`src/rtl/lbist_pkg.sv`:
```
// Shared types and defaults for the LBIST session controller and its MISR.
package lbist_pkg;

    typedef enum logic [2:0] {
        S_IDLE    = 3'd0,
        S_INIT    = 3'd1,
        S_RUN     = 3'd2,
        S_DRAIN   = 3'd3,
        S_COMPARE = 3'd4,
        S_DONE    = 3'd5
    } lbist_state_e;

    localparam logic [15:0] DEFAULT_MISR_POLY = 16'h1021;

endpackage

```
`src/rtl/lbist_misr.sv`:
```
// Multiple-input signature register: shift-left with polynomial feedback, response
// XORed into the low bits. A load takes priority over a capture.
module lbist_misr
    import lbist_pkg::*;
#(
    parameter int                  SIG_BITS  = 16,
    parameter int                  RESP_BITS = 4,
    parameter logic [SIG_BITS-1:0] MISR_POLY = SIG_BITS'(DEFAULT_MISR_POLY),
    parameter logic [SIG_BITS-1:0] RST_VAL   = '0
) (
    input  logic                 clk,
    input  logic                 reset_n,
    input  logic                 load,
    input  logic [SIG_BITS-1:0]  seed,
    input  logic                 en,
    input  logic [RESP_BITS-1:0] resp,
    output logic [SIG_BITS-1:0]  sig
);

    logic [SIG_BITS-1:0] sig_q, sig_d;

    always_comb begin
        sig_d = sig_q;
        if (load) begin
            sig_d = seed;
        end else if (en) begin
            sig_d = (sig_q << 1)
                  ^ (sig_q[SIG_BITS-1] ? MISR_POLY : '0)
                  ^ SIG_BITS'(resp);
        end
    end

    always_ff @(posedge clk or negedge reset_n) begin
        if (!reset_n) sig_q <= RST_VAL;
        else          sig_q <= sig_d;
    end

    assign sig = sig_q;

endmodule

```
`src/rtl/lbist_ctrl.sv`:
```
// LBIST session sequencer: seeds the pattern generator, steps it PATTERN_COUNT times,
// compacts the delayed CUT responses in a MISR and compares against a golden signature.
module lbist_ctrl
    import lbist_pkg::*;
#(
    parameter int                  INPUT_BITS    = 4,
    parameter int                  RESP_BITS     = 4,
    parameter int                  SIG_BITS      = 16,
    parameter int                  PATTERN_COUNT = 15,
    parameter int                  CUT_LATENCY   = 1,
    parameter logic [SIG_BITS-1:0] MISR_POLY     = SIG_BITS'(DEFAULT_MISR_POLY),
    parameter logic [SIG_BITS-1:0] MISR_SEED     = '0,
    parameter logic [SIG_BITS-1:0] GOLDEN_SIG    = '0,
    localparam int                 CNT_W         = $clog2(PATTERN_COUNT + 1)
) (
    input  logic                 clk,
    input  logic                 reset_n,
    input  logic                 start,
    input  logic                 abort,
    output logic                 tpg_init,
    output logic                 tpg_step,
    input  logic [RESP_BITS-1:0] cut_resp,
    output logic                 busy,
    output logic                 done,
    output logic                 pass,
    output logic [SIG_BITS-1:0]  signature,
    output logic [CNT_W-1:0]     pattern_cnt
);

    localparam logic [CNT_W-1:0] CNT_MAX    = CNT_W'(PATTERN_COUNT);
    localparam logic [2:0]       DRAIN_LAST = (CUT_LATENCY == 0) ? 3'd0 : 3'(CUT_LATENCY - 1);

    lbist_state_e     state_q, state_d;
    logic [CNT_W-1:0] cnt_q, cnt_d;
    logic [2:0]       drain_q, drain_d;
    logic             pass_q, pass_d;
    logic             cap_en;
    logic             pipe_clr;

    always_comb begin
        state_d = state_q;
        cnt_d   = cnt_q;
        drain_d = drain_q;
        case (state_q)
            S_IDLE: begin
                if (start) begin
                    state_d = S_INIT;
                    cnt_d   = '0;
                end
            end
            S_INIT: begin
                cnt_d   = '0;
                state_d = S_RUN;
            end
            S_RUN: begin
                if (cnt_q != CNT_MAX) cnt_d = cnt_q + CNT_W'(1);
                if (cnt_q == CNT_MAX - CNT_W'(1)) begin
                    state_d = (CUT_LATENCY == 0) ? S_COMPARE : S_DRAIN;
                    drain_d = '0;
                end
            end
            S_DRAIN: begin
                if (drain_q == DRAIN_LAST) state_d = S_COMPARE;
                else                       drain_d = drain_q + 3'd1;
            end
            S_COMPARE: state_d = S_DONE;
            S_DONE: begin
                if (start) begin
                    state_d = S_INIT;
                    cnt_d   = '0;
                end
            end
            default: state_d = S_IDLE;
        endcase
        // Abort overrides everything, including a simultaneous start; the count is frozen.
        if (abort) begin
            state_d = S_IDLE;
            cnt_d   = cnt_q;
        end
    end

    always_comb begin
        pass_d = 1'b0;
        if (state_d == S_DONE) pass_d = (state_q == S_COMPARE) ? (signature == GOLDEN_SIG) : pass_q;
    end

    always_ff @(posedge clk or negedge reset_n) begin
        if (!reset_n) begin
            state_q <= S_IDLE;
            cnt_q   <= '0;
            drain_q <= '0;
            pass_q  <= 1'b0;
        end else begin
            state_q <= state_d;
            cnt_q   <= cnt_d;
            drain_q <= drain_d;
            pass_q  <= pass_d;
        end
    end

    assign tpg_init    = (state_q == S_INIT);
    assign tpg_step    = (state_q == S_RUN);
    assign done        = (state_q == S_DONE);
    assign busy        = (state_q == S_INIT) || (state_q == S_RUN) ||
                         (state_q == S_DRAIN) || (state_q == S_COMPARE);
    assign pass        = pass_q;
    assign pattern_cnt = cnt_q;
    assign pipe_clr    = abort || (state_q == S_INIT);

    // Delay line marking which cycles carry a valid response for a step issued earlier.
    if (CUT_LATENCY == 0) begin : g_no_lat
        assign cap_en = tpg_step;
    end else begin : g_lat
        logic [CUT_LATENCY-1:0] pipe_q, pipe_d;

        always_comb begin
            pipe_d = (pipe_q << 1) | CUT_LATENCY'(tpg_step);
            if (pipe_clr) pipe_d = '0;
        end

        always_ff @(posedge clk or negedge reset_n) begin
            if (!reset_n) pipe_q <= '0;
            else          pipe_q <= pipe_d;
        end

        assign cap_en = pipe_q[CUT_LATENCY-1];
    end

    lbist_misr #(
        .SIG_BITS  (SIG_BITS),
        .RESP_BITS (RESP_BITS),
        .MISR_POLY (MISR_POLY),
        .RST_VAL   (MISR_SEED)
    ) u_misr (
        .clk     (clk),
        .reset_n (reset_n),
        .load    (tpg_init && !abort),
        .seed    (MISR_SEED),
        .en      (cap_en && !abort),
        .resp    (cut_resp),
        .sig     (signature)
    );

endmodule

```
`config.mk`:
```
export PLATFORM = sky130hd
export DESIGN_NAME = lbist_ctrl
export DESIGN_NICKNAME = d
export VERILOG_FILES = /design/src/rtl/lbist_pkg.sv /design/src/rtl/lbist_misr.sv /design/src/rtl/lbist_ctrl.sv
export SDC_FILE = /design/constraint.sdc
export NUM_CORES = 1
export LEC_CHECK = 0
export CAP_MARGIN = 20
export CORE_ASPECT_RATIO = 0.9
export CORE_MARGIN = 1
export CORE_UTILIZATION = 40
export DETAILED_ROUTE_END_ITERATION = 12
export DONT_BUFFER_PORTS = 1
export SYNTH_ARGS = -nofsm -noshare
export SYNTH_HDL_FRONTEND = slang
export SYNTH_HIERARCHICAL = 1
export SYNTH_SLANG_ARGS = --single-unit
```
`constraint.sdc`:
```
create_clock -name clk -period 2.05 [get_ports clk]
set_input_delay 0.5125 -clock clk [delete_from_list [all_inputs] [get_ports clk]]
set_output_delay 0.5125 -clock clk [all_outputs]
set_load 0.01 [all_outputs]
```
==> impl_metrics.toml <==
[layout]
nFillCells = 362
regArea_um2 = 701
drive_gt1_share_pct = 8.57
syn_to_final_growth_pct = 9.75
multi_input_area_um2 = 850
diodes = 0
layout.nets = 188

[drt]
routed_wl_mm = 3.12
drtPass1Iterations = 4
drtIter0Drc = 88
ant_nets = 0
avgViaCountPerCell = 5.20
vias = 1150
routedWlPerCell_um = 14.1
drc = 0

[synthesis]
yosysMostFrequentCell = "dfrtp_1"
yosys-top-cells-count = "28 x dfrtp_1, 20 x nand2_1, 17 x o21ai_0"
synth_cells = 160
yosysTopAreaCellShare_pct = 44.4
yosysUniqueCellTypes = 36
async_reset_ff_share_pct = 100
synth_edf_count = 0
synth_top_cell_by_area = "dfrtp_1"
syn_avg_cell_area_um2 = 9.87
synth_area_leaders = "dfrtp_1 44%, mux2i_1 6.3%, o21ai_0 5.4%"
ys.flop_type = "dfrtp_1"
syn_area_um2 = 1580
ys_seq_elements = 28
yosysSeqAreaShare_pct = 44.4
ys.warnings.count = 6

[pwr]
p_per_area_nw_per_um2 = 922
leakagePower_nw = 0.719
irDropWorstVdd_mv = 0.332
p_sw_share_pct = 35.6
seq_power_share_pct = 57.8
p_sw_uw = 569
power_frac_clock_pct = 21.4
internal-power_mw = 1.03
power_frac_comb_pct = 20.8

[min_path]
hp-class = "input pin to async pin"

[timing]
setup_viol = 0
finClkSkew_ns = 0.00559
rsz0062_at_grt = "no"
max_freq_mhz = 529
fin_hold_ws_ns = 0.0435
final.setup.tns_ns = 0
finalCritPeriodShare_pct = 92.3
slew_violations = 0
period_needed_ns = 1.89
finalHoldViolations = 0

[cts]
clockRootBuffer = "clkbuf_8"
clk_latency_ns = 0.27
clock-sinks = 28
cts.path.max_buffers = 2
cts_tree = "done"
ctsHtreeMaxLevel = 1
cts_made_buffers = 3
path_clk_slew_ns = 0.10

[setup_path]
worstPathRequired_ns = 1.54
cp_max_fo = 11
crit_arrival_ns = 1.38
cp-start-kind = "register"
cp_top_family = "flip-flops"
critPathBufInv = 2
cpPeakStageDelay_ns = 0.42
slowest_stage = "dfrtp_1"
critPathCaptureType = "output pin"
cp_cell_sequence = "buf_4, or3b_4, clkinv_4"
worst-setup-path-type = "register to output pin"

[placement]
dpl.hpwl_mm = 2.26
io_buffers = 0
place.gp.congestion = 0.724

[grt]
grt_pass1_wl_mm = 5.17
first_global_vias = 1080
grt_overflow = 0
grt_max_degree = 34
grt_usage_pct = 16.9
antenna_found_initial = 0

[floorplanning]
core_region_area_um2 = 3760
die-area_um2 = 4200
io_pins = 33
fp.dieH_um = 61.6
fp.dieW_um = 68.2
start_util_pct = 42.0
fp-row-count = 21

[job]
drv_cap = 0

[run_status]
status = "finished, final reports clean"
[sequential cells by signal (all words and copies together), names as in the netlist]
name / cells
state_q: 3
pass: 1
cap_en: 1
drain_q: 3
u_misr/sig: 16
pattern_cnt: 4
[placed cells by master (no fill, tap or decap), types with 3 or more instances in the layout]
| cell | n |
|---|---|
| or3b_1 | 6 |
| clkbuf_8 | 4 |
| mux2i_1 | 10 |
| a21oi_1 | 5 |
| nor2b_1 | 4 |
| nand3_1 | 8 |
| nor2_1 | 3 |
| nand2b_1 | 3 |
| nor4_1 | 4 |
| o211ai_1 | 5 |
| o21ai_0 | 17 |
| inv_1 | 5 |
| dfrtp_1 | 28 |
| ha_1 | 4 |
| conb_1 | 16 |
| xnor2_1 | 8 |
| buf_4 | 3 |
| nand2_1 | 20 |
[final cells by class]
cell class	count	share of cell area [%]
clock buffers	4	3.18
flip-flops and latches	28	40.4
repair buffers	4	2.45
inverters	6	1.59
well taps	46	3.32
multi-input cells	133	49.0
[logic make-up (layout without fill, tap and decap cells)]
kind of cell,after synthesis,count (layout),share of synthesized area (%)
and+or+nand+nor,59,59,21.6
AOI/OAI and AO/OA,36,36,14.1
muxes,10,10,6.34
adders and majority gates,4,4,3.17
other,1,16,0.237
buffers and inverters,14,14,5.78
xor gates and xnor gates,8,8,4.44
DFF,28,28,44.4
[metrics by stage]
stage | power, mW | util, % | area, µm² | worst slack [ns] | instances
5_1_grt | 1.72 | 46.1 | 1730 | 0.105 | 221
4_1_cts | 1.62 | 46.1 | 1730 | 0.151 | 221
3_5_place_dp | 1.25 | 44.1 | 1660 | 0.393 | 216
2_1_floorplan | 1.15 | - | 1640 | 0.285 | 175
3_3_place_gp | 1.24 | 44.1 | 1660 | 0.451 | 216
6_report | 1.60 | 46.1 | 1730 | 0.158 | 221
[power by group through the flow]
stage / Clock (mW) / Combinational [mW] / Sequential (mW)
finish: 0.342 / 0.332 / 0.923
CTS: 0.359 / 0.335 / 0.927
global route: 0.385 / 0.380 / 0.955
detailed placement: 0 / 0.317 / 0.936
floorplan: 0 / 0.281 / 0.873
global placement: 0 / 0.304 / 0.935
[worst reg2reg max path, stage by stage, from the launching register on]
cell and delay, ns:
dfrtp_1 0.49, nor4_2 0.30, buf_4 0.31, nand2b_1 0.31
o211ai_1 0.15
[metal layers]
layer	GRT usage, %	up-vias	wire [µm]
li1	-	582	-
met1	22.9	543	1510
met2	25.4	23	1420
met3	5.93	2	171
met4	4.76	0	22
met5	0	-	0
[what timing repair did]
action                     in CTS  in global routing
resized for setup               0                  0
hold buffers                    1                  0
hold endpoints to repair       28                  0
setup buffers                   0                  0
setup endpoints to repair       0                  0
[final timing paths]
kind / start / to / slack [ns] / cells after the start
max in group asynchronous: reset_n / pattern_cnt[1] / 1.85 / 1
min: reset_n / u_misr/sig[3] / 0.04 / 1
min reg2reg: drain_q[1] / drain_q[1] / 0.54 / 2
max reg2reg: state_q[2] / u_misr/sig[2] / 0.37 / 4
max: state_q[0] / tpg_step / 0.16 / 3
min in group clk: abort / state_q[0] / 0.28 / 1
Note: power is estimated with default switching activity, not from simulation.
==> edit 1: new RTL, same flow settings <==
Set the parameter `PATTERN_COUNT` to 14 (it was 15).
--- a/src/rtl/lbist_ctrl.sv
+++ b/src/rtl/lbist_ctrl.sv
@@ -6,7 +6,7 @@
     parameter int                  INPUT_BITS    = 4,
     parameter int                  RESP_BITS     = 4,
     parameter int                  SIG_BITS      = 16,
-    parameter int                  PATTERN_COUNT = 15,
+    parameter int                  PATTERN_COUNT = 14,
     parameter int                  CUT_LATENCY   = 1,
     parameter logic [SIG_BITS-1:0] MISR_POLY     = SIG_BITS'(DEFAULT_MISR_POLY),
     parameter logic [SIG_BITS-1:0] MISR_SEED     = '0,
Check against the original RTL: same outputs for any inputs over 10 cycles, from zero or initial values and one cycle with reset_n low; that may be too few to reach the edited logic, so the function may still have changed.
==> edit 1 against the unedited design <==
- area after synthesis rose by 1.2%
- worst setup slack got worse by 0.087 ns
- critical path depth is 1 lower
- power barely moved
- routed wire length increased by 4.6%
- sequential cell count did not move
- clock skew about the same
- count of clock-buffer cells in the layout unchanged
- cell area up 1.6%
- critical path type unchanged
- largest cell class unchanged
- highest routed layer unchanged
==> edit 1: results (changes against the unedited design) <==
most instantiated cells after synthesis 28 x dfrtp_1, 21 x nand2_1, 16 x o21ai_0, 12 x mux2i_1, 7 x xnor2_1; hold crit path type in -> async; Yosys cell types 35 (-2.8%); dpl ws 0.327 ns (-0.0657 ns); Clock Tree Buf Depth 2 (unchanged); largest net degree at the start of global routing 33 (-2.9%); seq pwr 929 µW (+0.7%); Internal 1030 µW (+0.10%); GRT Overall Usage 0.175 (+0.00670); CP Max Fanout 10 (-1); largest cells by area after synthesis dfrtp_1 44%, mux2i_1 7.5%, o21ai_0 5.0%, nand2_1 4.9%, ha_1 3.9%; Worst path max stage delay 0.61 ns (+0.19 ns); first-pass GRT wire length 5.44 mm (+5.3%); placed cell areas 1690 µm² (+1.7%); Total Power 1600 µW (about the same); Comb group 327 µW (-2%); worst-skew pair later-pin latency 0.27 ns (about the same); DPL Wire Length 2.36 mm (+4.5%); RePlAce Congestion 0.837 (+16%); CP top delay family flip-flops; placed insts 220 (+1.9%); sequential fraction of the synthesis area 0.439 (-0.00521); fillers 366 (+1.1%); status complete, no violations; NumNets Final 193 (+2.7%); wire per inst 14.5 µm (+2.7%); WP data arrival 1.47 ns (+0.09 ns); number of DRC markers in iteration 0 50 (-43%); fraction of registers with async set or reset after synthesis 1.00 (unchanged); Vias/cell 5.36 (+2.9%); post-route clock skew 0.00597 ns (+0.000375 ns); share of cells above drive strength 1 0.0670 (-0.0187); DR vias 1205 (+4.8%); Leak Pwr 0.000707 µW (-1.7%); syn avg cell area 9.74 µm² (-1.3%); worst vdd ir 0.550 mV (+66%)
-- edit 1: layout make-up --
cell class                      count  area, µm²  share of cell area
Tap cell                           46       57.6              0.0327
Inverter                            6       22.5              0.0128
Clock buffer                        4       55.1              0.0313
Sequential cell                    28        701               0.398
Timing Repair Buffer                4       42.5              0.0242
Multi-Input combinational cell    137        882               0.501
-- edit 1: path summary, 6_finish.rpt --
check                           startpoint       endpoint  slack, ns  depth (start not counted)
worst max register to register  state_q[0]  u_misr/sig[3]       0.29                          5
worst max-delay path            state_q[1]       tpg_step       0.07                          2
worst min-delay path               reset_n     drain_q[2]       0.04                          1
worst min register to register  drain_q[0]     drain_q[0]       0.54                          2
max in group asynchronous          reset_n  u_misr/sig[3]       1.85                          1
min in group clk                     abort     state_q[0]       0.29                          1
-- edit 1: logic make-up after synthesis --
family          after synthesis  synth area share
fa+ha+maj                     5            0.0392
flops                        28             0.439
simple gates                 59             0.196
other cells                   1           0.00235
mux                          12            0.0752
compound gates               38             0.162
xor+xnor                      7            0.0384
buf+inv                      14            0.0485
-- edit 1: through the flow --
| stage | hold WS (ns) | util |
|---|---|---|
| after floorplan | 0.217 | - |
| after global placement | 0.218 | 0.445 |
| after detailed placement | 0.218 | 0.445 |
| after CTS | 0.0444 | 0.465 |
| after global routing | 0.0427 | 0.465 |
| final | 0.0416 | 0.465 |
-- edit 1: per-layer routing --
layer,wire (µm),vias to the layer above,track usage
met3,214,2,0.0602
li1,-,595,-
met4,19,0,0.0417
met1,1430,578,0.217
met2,1600,30,0.294
met5,0,-,0
-- edit 1: worst register-to-register path, cell delays in order (launching register included) --
cell	delay, ns
dfrtp_1	0.58
inv_1	0.20
nor4_2	0.27
buf_4	0.32
or3b_1	0.17
o211ai_1	0.09
==> edit 2: new RTL, config.mk and constraints unchanged <==
Without the edit above. Put a register stage on the outputs `busy` and `done`, with the module's reset. The values now appear one clock later. The other outputs are not delayed to match.
--- a/src/rtl/lbist_ctrl.sv
+++ b/src/rtl/lbist_ctrl.sv
@@ -100,9 +100,15 @@
 
     assign tpg_init    = (state_q == S_INIT);
     assign tpg_step    = (state_q == S_RUN);
-    assign done        = (state_q == S_DONE);
-    assign busy        = (state_q == S_INIT) || (state_q == S_RUN) ||
-                         (state_q == S_DRAIN) || (state_q == S_COMPARE);
+    always_ff @(posedge clk or negedge reset_n) begin
+        if (!reset_n) begin
+            busy <= '0;
+            done <= '0;
+        end else begin
+            busy <= (state_q == S_INIT) || (state_q == S_RUN) || (state_q == S_DRAIN) || (state_q == S_COMPARE);
+            done <= (state_q == S_DONE);
+        end
+    end
     assign pass        = pass_q;
     assign pattern_cnt = cnt_q;
     assign pipe_clr    = abort || (state_q == S_INIT);
Check against the original RTL: not equivalent (Yosys sat finds a counterexample within 4 cycles, from zero or initial values and one cycle with reset_n low).
==> edit 2 against the unedited design <==
- first-iteration DRC count decreased by 38%
- non-clock buffer count decreased by 1
- cell area increased by 6.3%
- worst setup slack improved by 0.021 ns
- power increased by 18%
- synthesized cell count increased by 1.3%
- area after synthesis increased by 3.2%
- global-route usage about the same
- critical path type unchanged
- sequential power increased by 5.7%
- critical endpoint is now tpg_init
- largest cell class unchanged
- routed wire length increased by 3.4%
- via count increased by 2.3%
- highest routed layer unchanged
- sequential share of layout area increased by 0.33 points
- sequential cell count increased by 2
==> edit 2: results (changes against the unedited design) <==
share of cells above drive strength 1 0.100 (+0.0143); largest cells by area after synthesis dfrtp_1 46%, mux2i_1 6.1%, o21ai_0 5.2%, nand2_1 4.6%, xnor2_1 4.3%; met3 Use GR 0.0516 (-0.00765); WP data arrival 1.36 ns (-0.02 ns); met2 usage 0.273 (+0.0196); hold crit path type in -> async; number of DRC markers in iteration 0 55 (-38%); CTS hold repair buffers 1 (unchanged); DPL Wire Length 2.25 mm (-0.48%); sequential fraction of the synthesis area 0.461 (+0.0171); met1 usage 0.208 (-0.0205); fillers 351 (-3.0%); DR vias 1177 (+2.3%); Achievable Freq 0.535 GHz (+1.1%); Synth Warn # 6 (unchanged); worst-skew pair later-pin latency 0.28 ns; CTS Buf Count 5 (+2); post-CTS setup buffers 0 (unchanged); CP endpoint tpg_init; hold_ws 0.0482 ns (+0.00464 ns); RePlAce Congestion 0.779 (+7.5%); largest net degree at the start of global routing 34 (unchanged); CP Max Fanout 14 (+3); Worst-path clk slew 0.07 ns (-0.03 ns); CTS-repair resized insts 0 (unchanged); dpl ws 0.260 ns (-0.133 ns); combinational power share 0.172 (-0.036); Clk pwr share 0.311 (+0.097); # diodes 0 (unchanged); post-route clock skew 0.00825 ns (+0.00266 ns); RR Endpoint u_misr/sig[12]; Largest register FFs 16 (unchanged); worst reg-to-reg path cell count 5 (+1); most instantiated cells after synthesis 30 x dfrtp_1, 20 x nand2_1, 17 x o21ai_0, 10 x mux2i_1; Leak Pwr 0.000773 µW (+7.4%); sw power 629 µW (+10%); worst reg2reg setup slack 0.25 ns (-0.12 ns); Clock Tree Buf Depth 2 (unchanged); initial antenna violation count 0 (unchanged); Yosys cell types 36 (unchanged); wire per inst 14.3 µm (+1.1%); first-pass GRT wire length 5.75 mm (+11%); Max H-tree Level 2 (+1); Root Driver clkbuf_8; crit path from state_q[0]; worst vdd ir 0.509 mV (+53%); NumNets Final 191 (+1.6%); GRT Overall Usage 0.168 (about the same); status complete, no violations
-- edit 2: area by class of cell --
cell class | count | share of cell area
flip-flops and latches | 30 | 0.408
multi-input cells | 133 | 0.461
well taps | 46 | 0.0312
repair buffers | 3 | 0.0258
clock inverters | 3 | 0.0217
clock buffers | 5 | 0.0374
inverters | 6 | 0.0149
-- edit 2: cells by family (layout without fill, tap and decap cells) --
| logic type | count (synthesis) | after routing | share of synthesized area |
|---|---|---|---|
| buffers and inverters | 14 | 17 | 0.0561 |
| other | 1 | 16 | 0.00230 |
| adders and majority gates | 4 | 4 | 0.0307 |
| AOI/OAI and AO/OA | 36 | 36 | 0.137 |
| muxes | 10 | 10 | 0.0614 |
| and+or+nand+nor | 59 | 59 | 0.209 |
| xor gates and xnor gates | 8 | 8 | 0.0430 |
| DFF | 30 | 30 | 0.461 |
-- edit 2: critical path, cell delays in order, from the launching register on --
cell     delay, ns
dfrtp_1       0.57
inv_1         0.14
nor3_1        0.37
-- edit 2: metal layers --
| metal | part of all wire | routed length, µm | vias to the layer above |
|---|---|---|---|
| li1 | - | - | 593 |
| met5 | 0 | 0 | - |
| met3 | 0.047 | 152 | 5 |
| met1 | 0.48 | 1560 | 553 |
| met4 | 0.012 | 40 | 0 |
| met2 | 0.46 | 1480 | 26 |
-- edit 2: metrics by stage --
step | cells | utilization | instance area, µm² | power [µW]
6_report | 226 | 0.483 | 1840 | 1890
3_5_place_dp | 217 | 0.450 | 1710 | 1300
2_1_floorplan | 177 | - | 1690 | 1200
5_1_grt | 226 | 0.483 | 1840 | 2010
3_3_place_gp | 217 | 0.450 | 1710 | 1280
4_1_cts | 226 | 0.483 | 1840 | 1920
